[config.mk]
export PLATFORM = sky130hd
export DESIGN_NAME = trap_arbiter
export DESIGN_NICKNAME = d
export VERILOG_FILES = /design/src/rtl/trap_arbiter_pkg.sv /design/src/rtl/trap_arbiter_irq_source_cell.sv /design/src/rtl/trap_arbiter.sv
export SDC_FILE = /design/constraint.sdc
export NUM_CORES = 1
export LEC_CHECK = 0
export BUFFER_PORTS_ARGS = -buffer_cell sky130_fd_sc_hd__buf_2
export CAP_MARGIN = 20
export CORE_MARGIN = 3
export CORE_UTILIZATION = 25
export CTS_CLUSTER_DIAMETER = 80
export DETAILED_ROUTE_END_ITERATION = 16
export PLACE_DENSITY_LB_ADDON = 0.05
export SETUP_SLACK_MARGIN = 0.5
export SLEW_MARGIN = 20
export SYNTH_ARGS = -nofsm -noshare
export SYNTH_HDL_FRONTEND = slang
export SYNTH_SLANG_ARGS = --single-unit
[constraint.sdc]
create_clock -name clk -period 3.85 [get_ports clk]
set_input_delay 0.1925 -clock clk [delete_from_list [all_inputs] [get_ports clk]]
set_output_delay 0.1925 -clock clk [all_outputs]
set_load 0.02 [all_outputs]
[src/rtl/trap_arbiter_pkg.sv]
`default_nettype none
// ============================================================================
//  Module      : trap_arbiter_pkg
//  Description : Shared types and constants for the trap arbiter: FSM state
//                encoding, cause-code width and the fixed exception codes.
//  Revision    : 1.0 - initial release
// ============================================================================
package trap_arbiter_pkg;

    localparam int CAUSE_W = 5;

    // Synchronous exception cause codes (machine mode)
    localparam logic [CAUSE_W-1:0] EXC_IADDR_MIS = 5'd0;
    localparam logic [CAUSE_W-1:0] EXC_ILLEGAL   = 5'd2;
    localparam logic [CAUSE_W-1:0] EXC_LD_MIS    = 5'd4;
    localparam logic [CAUSE_W-1:0] EXC_ST_MIS    = 5'd6;
    localparam logic [CAUSE_W-1:0] EXC_ECALL_M   = 5'd11;

    typedef enum logic [1:0] {
        IDLE    = 2'd0,
        REQ     = 2'd1,
        HANDLER = 2'd2
    } state_e;

endpackage
`default_nettype wire

[src/rtl/trap_arbiter_irq_source_cell.sv]
`default_nettype none
// ============================================================================
//  Module      : irq_source_cell
//  Description : One interrupt source: SYNC_STAGES-deep synchroniser followed
//                by level or edge pending logic.
//  Ports       : clk, reset_n     - clock / async active-low reset
//                irq_i            - raw asynchronous interrupt line
//                claim_i          - clear request for an edge source
//                pend_o           - pending status (registered)
//  Revision    : 1.0 - initial release
// ============================================================================
module irq_source_cell #(
    parameter int SYNC_STAGES = 2,
    parameter bit IS_EDGE     = 1'b0
) (
    input  logic clk,
    input  logic reset_n,
    input  logic irq_i,
    input  logic claim_i,
    output logic pend_o
);

    logic [SYNC_STAGES-1:0] sync_q;
    logic                   sync_s;

    generate
        if (SYNC_STAGES == 1) begin : g_sync1
            always_ff @(posedge clk or negedge reset_n) begin
                if (!reset_n) sync_q <= '0;
                else          sync_q <= irq_i;
            end
        end else begin : g_syncn
            always_ff @(posedge clk or negedge reset_n) begin
                if (!reset_n) sync_q <= '0;
                else          sync_q <= {sync_q[SYNC_STAGES-2:0], irq_i};
            end
        end
    endgenerate

    assign sync_s = sync_q[SYNC_STAGES-1];

    generate
        if (IS_EDGE) begin : g_edge
            logic prev_q;
            logic pend_q;
            logic pend_d;

            // A new rising edge takes precedence over a simultaneous claim so
            // that an interrupt arriving during the claim is never lost.
            always_comb begin
                pend_d = pend_q;
                if (sync_s && !prev_q) pend_d = 1'b1;
                else if (claim_i)      pend_d = 1'b0;
            end

            always_ff @(posedge clk or negedge reset_n) begin
                if (!reset_n) begin
                    prev_q <= 1'b0;
                    pend_q <= 1'b0;
                end else begin
                    prev_q <= sync_s;
                    pend_q <= pend_d;
                end
            end

            assign pend_o = pend_q;
        end else begin : g_level
            logic pend_q;
            logic unused_claim;

            // Level sources cannot be claimed; the line itself is the status.
            assign unused_claim = claim_i;

            always_ff @(posedge clk or negedge reset_n) begin
                if (!reset_n) pend_q <= 1'b0;
                else          pend_q <= sync_s;
            end

            assign pend_o = pend_q;
        end
    endgenerate

endmodule
`default_nettype wire

[src/rtl/trap_arbiter.sv]
`default_nettype none
// ============================================================================
//  Module      : trap_arbiter
//  Description : Interrupt/exception arbiter for the CSR datapath. Holds
//                per-source pending state, selects between MEM-stage
//                exceptions and enabled interrupts, and presents one registered
//                trap request (cause + redirect PC) held until acknowledged.
//  Ports       : clk, reset_n            - clock / async active-low reset
//                irq_in, mie, MIE        - interrupt lines and enables
//                mtvec                   - trap vector (bit 0 = vectored)
//                pc_reg_en               - pipeline can take a trap
//                *_mem, ecall_type       - MEM-stage exception flags
//                trap_ack, mret          - handshake / handler exit
//                irq_claim, claim_id     - edge-source pending clear
//                mip                     - pending status
//                trap_req/is_irq/code/cause/pc - registered trap request
//                in_trap                 - handler active
//  Revision    : 1.0 - initial release
// ============================================================================
module trap_arbiter
    import trap_arbiter_pkg::*;
#(
    parameter int                 NUM_IRQ     = 16,
    parameter int                 XLEN        = 32,
    parameter int                 SYNC_STAGES = 2,
    parameter logic [NUM_IRQ-1:0] EDGE_MASK   = '0
) (
    input  logic                clk,
    input  logic                reset_n,
    input  logic [NUM_IRQ-1:0]  irq_in,
    input  logic [NUM_IRQ-1:0]  mie,
    input  logic                MIE,
    input  logic [XLEN-1:0]     mtvec,
    input  logic                pc_reg_en,
    input  logic                inst_addr_misaligned_mem,
    input  logic                invalid_inst_mem,
    input  logic                load_misaligned_mem,
    input  logic                store_misaligned_mem,
    input  logic                ecall_type,
    input  logic                trap_ack,
    input  logic                mret,
    input  logic                irq_claim,
    input  logic [4:0]          claim_id,
    output logic [NUM_IRQ-1:0]  mip,
    output logic                trap_req,
    output logic                trap_is_irq,
    output logic [CAUSE_W-1:0]  trap_code,
    output logic [XLEN-1:0]     trap_cause,
    output logic [XLEN-1:0]     trap_pc,
    output logic                in_trap
);

    // ------------------------------------------------------------------
    // Per-source synchroniser and pending state
    // ------------------------------------------------------------------
    logic [NUM_IRQ-1:0] pend_w;

    generate
        for (genvar g = 0; g < NUM_IRQ; g++) begin : g_src
            irq_source_cell #(
                .SYNC_STAGES (SYNC_STAGES),
                .IS_EDGE     (EDGE_MASK[g])
            ) u_cell (
                .clk     (clk),
                .reset_n (reset_n),
                .irq_i   (irq_in[g]),
                .claim_i (irq_claim && (claim_id == 5'(g))),
                .pend_o  (pend_w[g])
            );
        end
    endgenerate

    assign mip = pend_w;

    // ------------------------------------------------------------------
    // Candidate selection
    // ------------------------------------------------------------------
    state_e              state_q;
    logic                trap_req_q;
    logic                trap_is_irq_q;
    logic [CAUSE_W-1:0]  trap_code_q;
    logic [XLEN-1:0]     trap_cause_q;
    logic [XLEN-1:0]     trap_pc_q;
    logic                in_trap_q;

    logic                exc_valid_d;
    logic [CAUSE_W-1:0]  exc_code_d;
    logic [NUM_IRQ-1:0]  irq_cand_d;
    logic                irq_valid_d;
    logic [CAUSE_W-1:0]  irq_code_d;
    logic                sel_valid_d;
    logic                sel_is_irq_d;
    logic [CAUSE_W-1:0]  sel_code_d;
    logic [XLEN-1:0]     sel_cause_d;
    logic [XLEN-1:0]     base_d;
    logic [XLEN-1:0]     sel_pc_d;
    logic                unused_mtvec;

    always_comb begin
        exc_valid_d = 1'b1;
        exc_code_d  = EXC_IADDR_MIS;
        if      (inst_addr_misaligned_mem) exc_code_d = EXC_IADDR_MIS;
        else if (invalid_inst_mem)         exc_code_d = EXC_ILLEGAL;
        else if (load_misaligned_mem)      exc_code_d = EXC_LD_MIS;
        else if (store_misaligned_mem)     exc_code_d = EXC_ST_MIS;
        else if (ecall_type)               exc_code_d = EXC_ECALL_M;
        else                               exc_valid_d = 1'b0;
    end

    // Descending scan so the lowest-numbered pending source wins.
    always_comb begin
        irq_cand_d  = pend_w & mie;
        irq_valid_d = 1'b0;
        irq_code_d  = '0;
        if (MIE && !in_trap_q) begin
            for (int i = NUM_IRQ - 1; i >= 0; i--) begin
                if (irq_cand_d[i]) begin
                    irq_valid_d = 1'b1;
                    irq_code_d  = CAUSE_W'(i);
                end
            end
        end
    end

    assign sel_valid_d  = exc_valid_d || irq_valid_d;
    assign sel_is_irq_d = !exc_valid_d;
    assign sel_code_d   = exc_valid_d ? exc_code_d : irq_code_d;
    assign sel_cause_d  = {sel_is_irq_d, {(XLEN-1-CAUSE_W){1'b0}}, sel_code_d};

    // Only interrupts are vectored; exceptions always go to the base.
    assign base_d       = {mtvec[XLEN-1:2], 2'b00};
    assign sel_pc_d     = (sel_is_irq_d && mtvec[0])
                        ? base_d + {{(XLEN-CAUSE_W-2){1'b0}}, sel_code_d, 2'b00}
                        : base_d;
    assign unused_mtvec = mtvec[1];

    // ------------------------------------------------------------------
    // Request FSM with registered outputs
    // ------------------------------------------------------------------
    always_ff @(posedge clk or negedge reset_n) begin
        if (!reset_n) begin
            state_q       <= IDLE;
            trap_req_q    <= 1'b0;
            trap_is_irq_q <= 1'b0;
            trap_code_q   <= '0;
            trap_cause_q  <= '0;
            trap_pc_q     <= '0;
            in_trap_q     <= 1'b0;
        end else begin
            case (state_q)
                IDLE: begin
                    if (pc_reg_en && sel_valid_d) begin
                        trap_req_q    <= 1'b1;
                        trap_is_irq_q <= sel_is_irq_d;
                        trap_code_q   <= sel_code_d;
                        trap_cause_q  <= sel_cause_d;
                        trap_pc_q     <= sel_pc_d;
                        state_q       <= REQ;
                    end
                end
                REQ: begin
                    if (trap_ack) begin
                        trap_req_q <= 1'b0;
                        in_trap_q  <= 1'b1;
                        state_q    <= HANDLER;
                    end
                end
                HANDLER: begin
                    // in_trap masks interrupts here, so only exceptions
                    // can produce a nested request.
                    if (exc_valid_d && pc_reg_en) begin
                        trap_req_q    <= 1'b1;
                        trap_is_irq_q <= 1'b0;
                        trap_code_q   <= exc_code_d;
                        trap_cause_q  <= sel_cause_d;
                        trap_pc_q     <= sel_pc_d;
                        state_q       <= REQ;
                    end else if (mret) begin
                        in_trap_q <= 1'b0;
                        state_q   <= IDLE;
                    end
                end
                default: state_q <= IDLE;
            endcase
        end
    end

    assign trap_req    = trap_req_q;
    assign trap_is_irq = trap_is_irq_q;
    assign trap_code   = trap_code_q;
    assign trap_cause  = trap_cause_q;
    assign trap_pc     = trap_pc_q;
    assign in_trap     = in_trap_q;

endmodule
`default_nettype wire
# Word-level counts from Yosys, hierarchy flattened
# Index checks and enable logic that the tools add are counted.
[word_totals] regBits=122 out_inout_bits=88 inputBits=81
[op_classes] bitwise_logic=1 n_reduce_logical=15 n_eq_ne=8 addsub=1 muxes=71
[ops] op="$mux W32" n=5
[ops] op="$pmux W32 S2" n=2
[ops] op="$mux W5" n=19
[ops] op="$add A32 B7 Y32" n=1
[ops] op="$mux W1" n=30
[ops] op="$mux W4" n=6
[ops] op="$and A16 B16 Y16" n=1
[ops] op="$ne A2 B2 Y1 const B" n=5
[ops] op="$pmux W5 S2" n=1
[ops] op="$mux W2" n=4
[ops] op="$reduce_and A4 Y1" n=2
[ops] op="$pmux W2 S3" n=1
[ops] op="$reduce_and A3 Y1" n=2
[ops] op="$logic_and A1 B1 Y1" n=4
[ops] op="$pmux W1 S2" n=2
[ops] op="$reduce_bool A2 Y1" n=2
[ops] op="$ne A3 B3 Y1 const B" n=1
[ops] op="$pmux W1 S3" n=1
[ops] op="$reduce_bool A3 Y1" n=1
[ops] op="$eq A2 B1 Y1 const B" n=1
[ops] op="$eq A2 B2 Y1 const B" n=1
[ops] op="$logic_not A1 Y1" n=2
[ops] op="$logic_not A2 Y1" n=1
[ops] op="$logic_or A1 B1 Y1" n=1

# Depth between registers and ports, before layout
[depth] depth_word=23 ltp_mapped=14 depth_no_buf=13

# By module
# Synthesis repeated with hierarchy kept, for this count alone.
[unflattened] cells_unflattened=421 hier_area_um2=4214.0
[modules_own_cells] mod="trap_arbiter" cells_each=373 instances=1 area_each_um2=3012.9
[modules_own_cells] mod="irq_source_cell" cells_each=3 instances=16 area_each_um2=75.1

# Worst setup path before layout
# Ideal clock, no wire load.
[synth_path] path_type="input to register" startpoint="input inst_addr_misaligned_mem" endpoint="register trap_pc_q[30] (netlist: trap_pc[30])" arrival_ns=3.133 setup_slack_ns=0.590 required_ns=3.723 stages=12 setup_time_ns=0.127 path_cell_list="or4_1 nor4_1 and3_1 a21o_1 inv_1 fa_1 nor2b_1 o21ai_0 clkbuf_1 a2111oi_0 xnor2_1 o21ai_0"
[synth_between] elab_chain_len=6 word_cells_on_any_way=16 classes_between="add/sub: 1; eq/ne: 2; mux: 7; reduce/logical: 6"
[synth_rtl] element="start: declaration" line="trap_arbiter.sv:35" source="input logic inst_addr_misaligned_mem,"
[synth_rtl] element="$mux W4 or $mux W1 (tied branches)" line="trap_arbiter.sv:102" source="if (inst_addr_misaligned_mem) exc_code_d = EXC_IADDR_MIS;"
[synth_rtl] element="$mux W5 *" line="trap_arbiter.sv:127" source="assign sel_code_d = exc_valid_d ? exc_code_d : irq_code_d;"
[synth_rtl] element="via sel_code_d[1]" line="trap_arbiter.sv:93" source="logic [CAUSE_W-1:0] sel_code_d;"
[synth_rtl] element="$add A32 B7 Y32 *" line="trap_arbiter.sv:133" source="? base_d + {{(XLEN-CAUSE_W-2){1'b0}}, sel_code_d, 2'b00}"
[synth_rtl] element="$mux W32 *" line="trap_arbiter.sv:133"
[synth_rtl] element="$mux W32 (on tied branches)" line="trap_arbiter.sv:171, trap_arbiter.sv:152"
[synth_rtl] element="$pmux W32 S2 *" line="trap_arbiter.sv:150" source="case (state_q)"
[synth_rtl] element="end signal: assignment" line="trap_arbiter.sv:157" source="trap_pc_q <= sel_pc_d;"
[synth_rtl] element="end signal: assignment" line="trap_arbiter.sv:176" source="trap_pc_q <= sel_pc_d;"
[synth_rtl] element="end: declaration" line="trap_arbiter.sv:83" source="logic [XLEN-1:0] trap_pc_q;"
# Mark *: on every way through the listed nets, which the timed path passes. The rest lies on a longest branch. The select of a mux whose other input is x is not followed.
# A chain may end at the register's enable or synchronous reset.

# Worst setup path in the final report
[layout_path] startpoint="register g_src[10].u_cell.g_level.pend_q" endpoint="register trap_pc_q[16] (netlist: trap_pc[16])"
[layout_between] elab_chain_len=18 word_cells_on_any_way=35 classes_between="add/sub: 1; eq/ne: 1; mux: 29; bitwise: 1; reduce/logical: 3"
[layout_rtl] element="start: declaration" line="trap_arbiter_irq_source_cell.sv:68" source="logic pend_q;"
[layout_rtl] element="start signal: assignment" line="trap_arbiter_irq_source_cell.sv:76" source="else pend_q <= sync_s;"
[layout_rtl] element="$and A16 B16 Y16 *" line="trap_arbiter.sv:112" source="irq_cand_d = pend_w & mie;"
[layout_rtl] element="$mux W5 * (11 in series)" line="trap_arbiter.sv:117" source="if (irq_cand_d[i]) begin"
[layout_rtl] element="$mux W5 *" line="trap_arbiter.sv:115" source="if (MIE && !in_trap_q) begin"
[layout_rtl] element="$mux W5 *" line="trap_arbiter.sv:127"
[layout_rtl] element="via sel_code_d[0]" line="trap_arbiter.sv:93"
[layout_rtl] element="$add A32 B7 Y32 *" line="trap_arbiter.sv:133"
[layout_rtl] element="$mux W32 *" line="trap_arbiter.sv:133"
[layout_rtl] element="$mux W32 (on tied branches)" line="trap_arbiter.sv:171, trap_arbiter.sv:152"
[layout_rtl] element="$pmux W32 S2 *" line="trap_arbiter.sv:150"
# Marks and branches as above.

==> flow_summary.json <==
{
  "muxShareOfSynthArea_pct": 5.31,
  "drive_gt1_share_pct": 38.4,
  "tns_ns": 0,
  "ys_seq_area_share_pct": 51.9,
  "syn_area_per_cell_sq_um": 11.2,
  "final-setup-viol-count": 0,
  "worstPathRequired_ns": 4.08,
  "clock-root-buffer": "clkbuf_16",
  "gp_congestion": 0.749,
  "internal_power_mw": 2.04,
  "start_util_pct": 25.5,
  "r2r_slack_ns": 0.65,
  "synth_top_family_by_area": "simple AND/OR/NAND/NOR gates",
  "regToRegStartpoint": "g_src[10].u_cell.pend_o$_DFF_PN0_",
  "layout.nets": 625,
  "async_flop_share_pct": 100,
  "p_per_area_nw_per_um2": 532,
  "crit_fanout": 6,
  "cts_tree": "built",
  "final_hold_viol_count": 0,
  "die_w_um": 139,
  "dp.cells": 729,
  "worstPathArrival_ns": 3.43,
  "yosysUniqueCellTypes": 58,
  "fmax_mhz": 313,
  "r2r_end": "trap_pc[16]$_DFFE_PN0P_",
  "cts-buffers-inserted": 9,
  "post-route-period-util_pct": 83.0,
  "ys_ff_latch": 92,
  "syn_area_sq_um": 4430,
  "cap_violations": 0,
  "worstSkewPairLatency_ns": 0.35,
  "vdd_ir_drop_max_uv": 215,
  "vias": 3430,
  "clockBufferDepth": 2,
  "die_area_sq_um": 19400,
  "start_kind": "flip-flop",
  "synth_xor_area_share_pct": 5.33,
  "end_kind": "flip-flop",
  "dp_hpwl_um": 9300,
  "period_needed_ns": 3.20,
  "io_pins": 169,
  "cpMaxStageDelayCell": "dfrtp_1",
  "grt_overflow": 0,
  "synth_ff_type": "dfrtp_1",
  "dp_slack_ns": 0.0449,
  "drt_wl_total_um": 12600,
  "worst_hold_path.endpoint": "state_q[1]$_DFFE_PN0P_",
  "comb_power_share_pct": 30.4,
  "remaining_drc_errors": 0,
  "grt_max_degree": 42,
  "grt_pass1_wl_um": 19600,
  "ys_warn_count": 0,
  "switching_share_pct": 34.7,
  "grt_pass1_vias": 3471,
  "fin_cells": 770,
  "yosys.area_share.simple_pct": 13.8,
  "row_count": 48,
  "cts.sinks": 92,
  "dr.pass1.iters": 4,
  "hp-class": "input port to flip-flop",
  "clock-skew-final_ns": 0.00809,
  "synth_edf_count": 0,
  "core_sq_um": 17400,
  "p_sw_mw": 1.08,
  "grt_usage_pct": 12.9,
  "syn_inst": 396,
  "post-route-util_pct": 33.8,
  "die_h_um": 139,
  "numPortBuffers": 131,
  "outcome": "complete, no violations",
  "finalPower_mw": 3.13,
  "via_per_inst": 4.45,
  "antenna_found_initial": 1,
  "rr_worst_depth": 14,
  "path_class": "flip-flop to flip-flop",
  "final-max-slew-violation-count": 0,
  "leakagePower_nw": 2.64,
  "wl_per_cell_um": 16.4,
  "ant_nets": 0,
  "min_from": "mret",
  "area_growth_pct": 32.5,
  "slew_headroom_pct": 9.02,
  "synth_compound_area_share_pct": 11.9,
  "placed_area_sq_um": 5140,
  "tightestPinTransition_ns": 1.36,
  "seqPwrFrac_pct": 41.0,
  "hold_depth": 2,
  "path_cells": "a22o_1 -> a31o_2 -> o2111ai_4 -> a221oi_4 -> nor2_1 -> ha_2 -> inv_1 -> fa_2 -> nor2b_4 -> o21ai_2 -> clkbuf_4 -> a211oi_2 -> xor2_1 -> mux2_4",
  "htree_num_levels": 3,
  "drtIter0Drc": 105,
  "rsz0062_at_grt": "false",
  "final_area_sq_um": 5870,
  "cts.reportedPaths.clkPinSlew_ns": 0.06,
  "clockPowerShare_pct": 28.5,
  "setup_slack_ns": 0.653,
  "slowest_delay_ns": 0.40,
  "hold_ws_ns": 0.0512,
  "synth_fa_ha_area_share_pct": 1.58
}
## power groups by stage
stage	sequential [mW]	clock, mW	combinational, mW
4_1_cts	1.29	0.927	0.949
2_1_floorplan	1.51	0	0.390
6_report	1.28	0.891	0.951
3_5_place_dp	1.31	0	0.929
5_1_grt	1.32	0.967	1.04
3_3_place_gp	1.31	0	0.922
## logic make-up (layout without fill, tap and decap cells)
logic type               count (synthesis)  after routing
other                                    1             31
flip-flops                              92             92
AND/OR/NAND/NOR                        107            107
XOR/XNOR                                27             27
AO/OA/AOI/OAI                           76             77
buffers and inverters                   70            188
adder cells (fa/ha/maj)                  5              5
multiplexers                            18             18
## layout make-up
cell class              count  area [sq um]
fillers                  1807         11500
flip-flops and latches     92          2300
multi-input cells         264          2010
repair buffers            162           941
well taps                 225           282
clock buffers              10           229
clock inverters             6          63.8
inverters                  10          37.5
diodes                      1          2.50
## Yosys cell counts, types with 7 or more instances
| cell | number | share of area [%] |
|---|---|---|
| dfrtp_1 | 92 | 52 |
| nor2_1 | 7 | 0.59 |
| a21oi_1 | 7 | 0.79 |
| xnor2_1 | 17 | 3.4 |
| nand2_1 | 21 | 1.8 |
| o21ai_0 | 26 | 2.9 |
| inv_1 | 10 | 0.85 |
| a22o_1 | 7 | 1.4 |
| mux2_4 | 9 | 3.0 |
| a211oi_1 | 8 | 1.4 |
| nand3_1 | 32 | 3.6 |
| buf_4 | 46 | 7.8 |
| xor2_1 | 10 | 2.0 |
| clkbuf_1 | 11 | 0.93 |
| nor4_1 | 7 | 0.99 |
| mux2_2 | 8 | 2.0 |
## flip-flops by register name (all words and copies together), names as in the netlist
register,cells
trap_req,1
g_src.u_cell.sync_q,32
trap_is_irq,1
trap_code,4
trap_cause,5
state_q,2
in_trap,1
g_src.u_cell.pend_o,16
trap_pc,30
## worst max-delay path by stage
stage                                                  from                       to  slack [ns]  depth (start not counted)
after floorplan                    inst_addr_misaligned_mem  trap_pc[30]$_DFFE_PN0P_        0.59                         12
after global placement             inst_addr_misaligned_mem  trap_pc[26]$_DFFE_PN0P_        0.22                         13
after detailed placement           inst_addr_misaligned_mem  trap_pc[26]$_DFFE_PN0P_        0.04                         13
after CTS                 g_src[10].u_cell.pend_o$_DFF_PN0_  trap_pc[26]$_DFFE_PN0P_        0.46                         14
after global routing       g_src[9].u_cell.pend_o$_DFF_PN0_  trap_pc[23]$_DFFE_PN0P_        0.48                         11
final                     g_src[10].u_cell.pend_o$_DFF_PN0_  trap_pc[16]$_DFFE_PN0P_        0.65                         14
## worst max-delay path, delay by kind of cell, from the launching register on
family | cells | cell delay, ns
multiplexers | 1 | 0.27
adder cells (fa/ha/maj) | 2 | 0.58
flip-flops | 1 | 0.40
AO/OA/AOI/OAI | 6 | 1.14
buffers and inverters | 2 | 0.26
XOR/XNOR | 1 | 0.14
AND/OR/NAND/NOR | 2 | 0.28
## cell usage in the layout, fill, tap and decap left out, types with 3 or more instances in the layout
| cell | n |
|---|---|
| o31ai_1 | 3 |
| ha_1 | 3 |
| nor2b_1 | 4 |
| nor3_1 | 4 |
| and3_1 | 4 |
| nand4_1 | 5 |
| dlygate4sd3_1 | 17 |
| mux2_2 | 8 |
| buf_2 | 130 |
| nand2_1 | 21 |
| nand3_1 | 32 |
| o21ai_0 | 24 |
| a21oi_1 | 7 |
| xor2_1 | 10 |
| nor4_2 | 3 |
| a211oi_2 | 6 |
| clkbuf_16 | 9 |
| a2111oi_4 | 4 |
| nor4_1 | 4 |
| inv_1 | 10 |
| conb_1 | 30 |
| xnor2_1 | 17 |
| nor2_1 | 7 |
| buf_4 | 13 |
| and4_1 | 4 |
| a22o_1 | 7 |
| nand2b_1 | 3 |
| mux2_4 | 9 |
| dfrtp_1 | 92 |
## layer usage
layer | wire [um] | up-vias | track usage [%] | part of all wire (%)
li1 | - | 1633 | - | -
met1 | 5870 | 1663 | 17.2 | 47
met2 | 5850 | 118 | 20.4 | 46
met3 | 663 | 14 | 3.17 | 5.3
met4 | 185 | 2 | 4.94 | 1.5
met5 | 13 | - | 0 | 0.10
## timing repair
item	in CTS	in global routing
hold endpoints to repair	38	0
resized for setup	9	32
hold buffers	17	0
setup buffers	0	5
pin swaps	0	8
setup endpoints to repair	16	17
gates cloned	0	2
No activity file was read; power rests on OpenSTA's default activity.
